[src/rtl/mlblock_cfg_pkg.sv]
// Shared state type and chain-length helper for the MLBlock configuration loader.
package mlblock_cfg_pkg;

    typedef enum logic [1:0] {
        IDLE  = 2'd0,
        SHIFT = 2'd1,
        DONE  = 2'd2
    } cfg_state_e;

    // Chain length for an array: fixed control bits plus per-MAC bits for every unit in every block.
    function automatic int cfg_chain_len(
        input int i_d_half,
        input int res_d_cntl,
        input int bits_per_mac,
        input int mac_units,
        input int blocks
    );
        return i_d_half + res_d_cntl + bits_per_mac * mac_units * blocks;
    endfunction

endpackage

[src/rtl/mlblock_cfg_shifter.sv]
// Parallel-in, MSB-first serial-out shift register with a shifted-bit counter.
// A load may coincide with a shift so the first bit leaves in the same cycle the word arrives.
module mlblock_cfg_shifter #(
    parameter int WIDTH = 16,
    parameter int CNT_W = $clog2(WIDTH + 1)
) (
    input  logic             clk,
    input  logic             reset,
    input  logic             load,
    input  logic             shift,
    input  logic [WIDTH-1:0] word,
    output logic             msb,
    output logic             all_shifted
);

    logic [WIDTH-1:0] sr;
    logic [WIDTH-1:0] src;
    logic [CNT_W-1:0] cnt;
    logic [CNT_W-1:0] cnt_base;

    assign src         = load ? word : sr;
    assign cnt_base    = load ? '0 : cnt;
    assign msb         = src[WIDTH-1];
    assign all_shifted = (cnt == CNT_W'(WIDTH));

    always_ff @(posedge clk) begin
        if (reset) begin
            sr  <= '0;
            cnt <= '0;
        end else if (load || shift) begin
            sr  <= shift ? {src[WIDTH-2:0], 1'b0} : src;
            cnt <= shift ? cnt_base + CNT_W'(1) : cnt_base;
        end
    end

endmodule

[src/rtl/mlblock_config_loader.sv]
// Serial writer for the MLBlock configuration chain; readback of the previous
// chain contents is built only when MLBLOCK_CFG_READBACK_EN is defined.
//
// state | meaning
// IDLE  | ready for a new word
// SHIFT | bits are being issued to the chain, paused while hold is high
// DONE  | all bits shifted, one-cycle done pulse
module mlblock_config_loader
    import mlblock_cfg_pkg::*;
#(
    parameter int CHAIN_LEN = 16,
    parameter int CNT_W     = $clog2(CHAIN_LEN + 1)
) (
    input  logic                 clk,
    input  logic                 reset,
    input  logic [CHAIN_LEN-1:0] cfg_word,
    input  logic                 cfg_valid,
    output logic                 cfg_ready,
    input  logic                 hold,
    output logic                 config_en,
    output logic                 config_in,
    input  logic                 config_out,
    output logic                 busy,
    output logic                 done
`ifdef MLBLOCK_CFG_READBACK_EN
    ,
    output logic [CHAIN_LEN-1:0] rb_word,
    output logic                 rb_valid
`endif
);

    cfg_state_e state;
    cfg_state_e state_nxt;
    logic       load;
    logic       shift;
    logic       msb;
    logic       all_shifted;

    mlblock_cfg_shifter #(
        .WIDTH (CHAIN_LEN),
        .CNT_W (CNT_W)
    ) u_shifter (
        .clk         (clk),
        .reset       (reset),
        .load        (load),
        .shift       (shift),
        .word        (cfg_word),
        .msb         (msb),
        .all_shifted (all_shifted)
    );

    // shift marks the edge that launches a bit, so config_en/config_in are registered with it.
    always_comb begin
        state_nxt = state;
        load      = 1'b0;
        shift     = 1'b0;
        unique case (state)
            IDLE: begin
                if (cfg_valid) begin
                    state_nxt = SHIFT;
                    load      = 1'b1;
                    shift     = ~hold;
                end
            end
            SHIFT: begin
                if (all_shifted) begin
                    state_nxt = DONE;
                end else begin
                    shift = ~hold;
                end
            end
            DONE:    state_nxt = IDLE;
            default: state_nxt = IDLE;
        endcase
    end

    always_ff @(posedge clk) begin
        if (reset) begin
            state     <= IDLE;
            cfg_ready <= 1'b1;
            busy      <= 1'b0;
            done      <= 1'b0;
            config_en <= 1'b0;
            config_in <= 1'b0;
        end else begin
            state     <= state_nxt;
            cfg_ready <= (state_nxt == IDLE);
            busy      <= (state_nxt != IDLE);
            done      <= (state_nxt == DONE);
            config_en <= shift;
            config_in <= shift & msb;
        end
    end

`ifdef MLBLOCK_CFG_READBACK_EN
    logic [CHAIN_LEN-1:0] rb_sr;

    // The final tail bit arrives on the same edge that enters DONE, so it is folded in directly.
    always_ff @(posedge clk) begin
        if (reset) begin
            rb_sr    <= '0;
            rb_word  <= '0;
            rb_valid <= 1'b0;
        end else begin
            rb_valid <= 1'b0;
            if (config_en) begin
                rb_sr <= {rb_sr[CHAIN_LEN-2:0], config_out};
            end
            if (state == SHIFT && state_nxt == DONE) begin
                rb_word  <= {rb_sr[CHAIN_LEN-2:0], config_out};
                rb_valid <= 1'b1;
            end
        end
    end
`else
    logic unused_config_out;
    assign unused_config_out = config_out;
`endif

endmodule

[config.mk]
export PLATFORM = sky130hd
export DESIGN_NAME = mlblock_config_loader
export DESIGN_NICKNAME = d
export VERILOG_FILES = /design/src/rtl/mlblock_cfg_pkg.sv /design/src/rtl/mlblock_cfg_shifter.sv /design/src/rtl/mlblock_config_loader.sv
export SDC_FILE = /design/constraint.sdc
export NUM_CORES = 1
export LEC_CHECK = 0
export BUFFER_PORTS_ARGS = -buffer_cell sky130_fd_sc_hd__buf_4
export CORE_MARGIN = 2
export CORE_UTILIZATION = 50
export CTS_BUF_LIST = sky130_fd_sc_hd__clkbuf_8
export DETAILED_ROUTE_END_ITERATION = 6
export GPL_TIMING_DRIVEN = 0
export MAX_ROUTING_LAYER = met4
export PLACE_DENSITY = 0.74
export SYNTH_ARGS = -nofsm -noshare
export SYNTH_HDL_FRONTEND = slang
export SYNTH_SLANG_ARGS = --single-unit
[constraint.sdc]
create_clock -name clk -period 2.4 [get_ports clk]
set_input_delay 0.36 -clock clk [delete_from_list [all_inputs] [get_ports clk]]
set_output_delay 0.36 -clock clk [all_outputs]
set_load 0.01 [all_outputs]
==> run metrics <==
outcome finished, final reports clean; largest net degree at the start of global routing 16; worst hold slack 0.372 ns; Netlist cell types 34; crit-path max FO 10; final worst-path cycle share 0.784; Placed Instances 179; Core Region 2430 sq um; crit path capture type flop; fin util 0.624; gp weighted congestion 0.730; Synth Cell Area 1250 sq um; Via Count 973; placed cell areas 1460 sq um; # port buffers 23; area of the multi-input gates 637 sq um; Layout Nets 176; VDD IR max 0.444 mV; max_cap viols 0; WHS Path Cells 3; crit path DAT 2.10 ns; floorplan row count 18; full die area 2920 sq um; final-report hold violation count 0; RR Endpoint u_shifter.sr[10]; Pwr Total 971 uW; CTS tree done; RSZ-0062 raised after global routing no; Rel. slew slack 0.697; post-layout min period 1.88 ns; FF-to-FF Start state[1]; via/cell ratio 5.32; Register-to-Register Path Depth 5; sequential fraction of the synthesis area 0.447; syn avg cell area 9.95 sq um; FF+latch area 561 sq um; share of layout cells above drive strength 1 0.275; Crit path required time 2.62 ns; root buffer cell clkbuf_8; # hold bufs at CTS 0; R2R Setup Slk 0.52 ns; DRC violations left 0; total gr overflow 0; Place WS 0.353 ns; Layout area overhead 21.2%; Worst-Margin Slew 0.454 ns; Synth Flop Type dfxtp_1; Final Slew Violations 0; Endpoint, Worst Hold u_shifter.sr[12]; final setup TNS 0 ns; Syn Nets 148; Max Root-Sink Buffers 2; total track usage 0.186; number of register bits inferred by synthesis 28; Die Span Y 54.1 microns; Filler Cell Count 211; Yosys Warn Count 0; WL per Instance 12.7 microns; Leak Pwr 0.643 nW; CTS buffer count 3; post-CTS setup buffer count 0; Setup violations, final 0; first-pass iteration count of the detailed router 4; vias in the first global route 851; Die Wd 54.1 microns; Resized cells post-CTS 0; clock sinks 28; final setup margin 0.520 ns; Non-Filler Instances 183; diode count 0; Syn Inst Count 126; first-pass GRT wire length 3750 microns; initial antenna violation count 0; Post-synth EDFFs 0; dpl hpwl 1720 microns; clock skew 0.00553 ns; H-tree depth 1; antenna-violating nets left 0; Hold/Removal Path Class in2reg; Setup crit start kind flop; Fmax 0.532 GHz; power per cell area 639 nW/um^2; Post-Layout Inst Area 1520 sq um; Initial Util 0.515; Hold Crit Start cfg_word[12]; Worst Setup Path Type reg2reg; clock latency on the worst-skew pair 0.28 ns; boundary pin count 26; clock slew at reported path FFs 0.10 ns; fraction of registers with async set or reset after synthesis 0; final WL 2330 microns; iteration-0 DRC count of the detailed router 13
final cells by class:
type / count / area share
Multi-Input combinational cell: 87 / 0.419
Clock buffer: 4 / 0.0362
Inverter: 2 / 0.00494
Timing Repair Buffer: 23 / 0.114
Sequential cell: 28 / 0.369
Buffer: 9 / 0.0321
Tap cell: 30 / 0.0247
kinds of logic (layout without fill, tap and decap cells):
logic type,Yosys count,in the layout,share of synthesized area
compound gates,17,17,0.103
xor+xnor,1,1,0.00699
fa+ha+maj,1,1,0.00998
buf+inv,11,38,0.0449
flops,28,28,0.447
mux,27,27,0.227
simple gates,41,41,0.162
worst max-delay path by stage:
| stage | start | end | slack (ns) |
|---|---|---|---|
| final | state[1] | u_shifter.sr[10] | 0.52 |
| after global routing | state[1] | u_shifter.sr[10] | 0.33 |
| after CTS | state[1] | u_shifter.sr[10] | 0.49 |
| after detailed placement | hold | u_shifter.sr[10] | 0.35 |
| after global placement | hold | u_shifter.sr[8] | 0.39 |
| after floorplan | hold | u_shifter.cnt[3] | 0.71 |
registers in the layout, summed over array words and instances (netlist names):
| register | count |
|---|---|
| cfg_ready | 1 |
| busy | 1 |
| state | 2 |
| u_shifter.cnt | 5 |
| config_en | 1 |
| done | 1 |
| u_shifter.sr | 16 |
| config_in | 1 |
metal layers:
layer | vias to the layer above | wire length [microns] | GRT usage
li1 | 497 | - | -
met1 | 454 | 1110 | 0.239
met2 | 17 | 1100 | 0.276
met3 | 5 | 81 | 0.0333
met4 | 0 | 45 | 0.100
met5 | - | 0 | -
power by group:
| group | internal [mW] | switching (mW) | total [mW] | leakage [nW] |
|---|---|---|---|---|
| Combinational | 0.0881 | 0.0805 | 0.169 | 0.385 |
| Clock | 0.147 | 0.149 | 0.296 | 0.0288 |
| Sequential | 0.495 | 0.0108 | 0.506 | 0.230 |
| Total | 0.730 | 0.240 | 0.971 | 0.643 |
synth_stat cells, types with 2 or more instances:
cell,count,share of area
nand3_1,2,0.0080
dfxtp_1,28,0.45
inv_1,2,0.0060
or3_1,2,0.010
mux2_1,3,0.027
nand2_1,5,0.015
nor3_1,5,0.020
nor2_1,16,0.048
and2_1,4,0.020
a311oi_1,3,0.021
a211oi_1,3,0.018
buf_2,3,0.012
mux2_2,8,0.072
clkbuf_1,4,0.012
mux2i_1,16,0.13
a21oi_1,4,0.016
cell usage in the layout, fill, tap and decap left out:
| cell type | count |
|---|---|
| a211oi_2 | 1 |
| nor3b_1 | 1 |
| and3_1 | 1 |
| inv_1 | 2 |
| a21o_1 | 1 |
| clkbuf_1 | 4 |
| buf_2 | 3 |
| mux2_1 | 3 |
| a41o_1 | 1 |
| buf_6 | 1 |
| and2_1 | 4 |
| nor2_1 | 16 |
| nand2_1 | 5 |
| o21ai_1 | 1 |
| buf_4 | 24 |
| mux2i_1 | 16 |
| nand3_1 | 2 |
| nor2b_1 | 1 |
| a311o_1 | 1 |
| dfxtp_1 | 28 |
| a311oi_1 | 3 |
| xnor2_1 | 1 |
| a21oi_1 | 4 |
| nand2b_1 | 1 |
| a211oi_1 | 3 |
| nor3_1 | 5 |
| or3_1 | 2 |
| o31ai_1 | 1 |
| clkbuf_8 | 4 |
| o21bai_1 | 1 |
| ha_1 | 1 |
| or2_1 | 1 |
| or3b_1 | 1 |
| and2b_4 | 1 |
| mux2_2 | 8 |
critical path, cell delays in order (launching register included):
cell and delay, ns:
dfxtp_1 0.34, or2_1 0.27, a311oi_1 0.44, buf_2 0.33, mux2_2 0.36, nor2_1 0.09
Power figures use the tool's default switching activity.
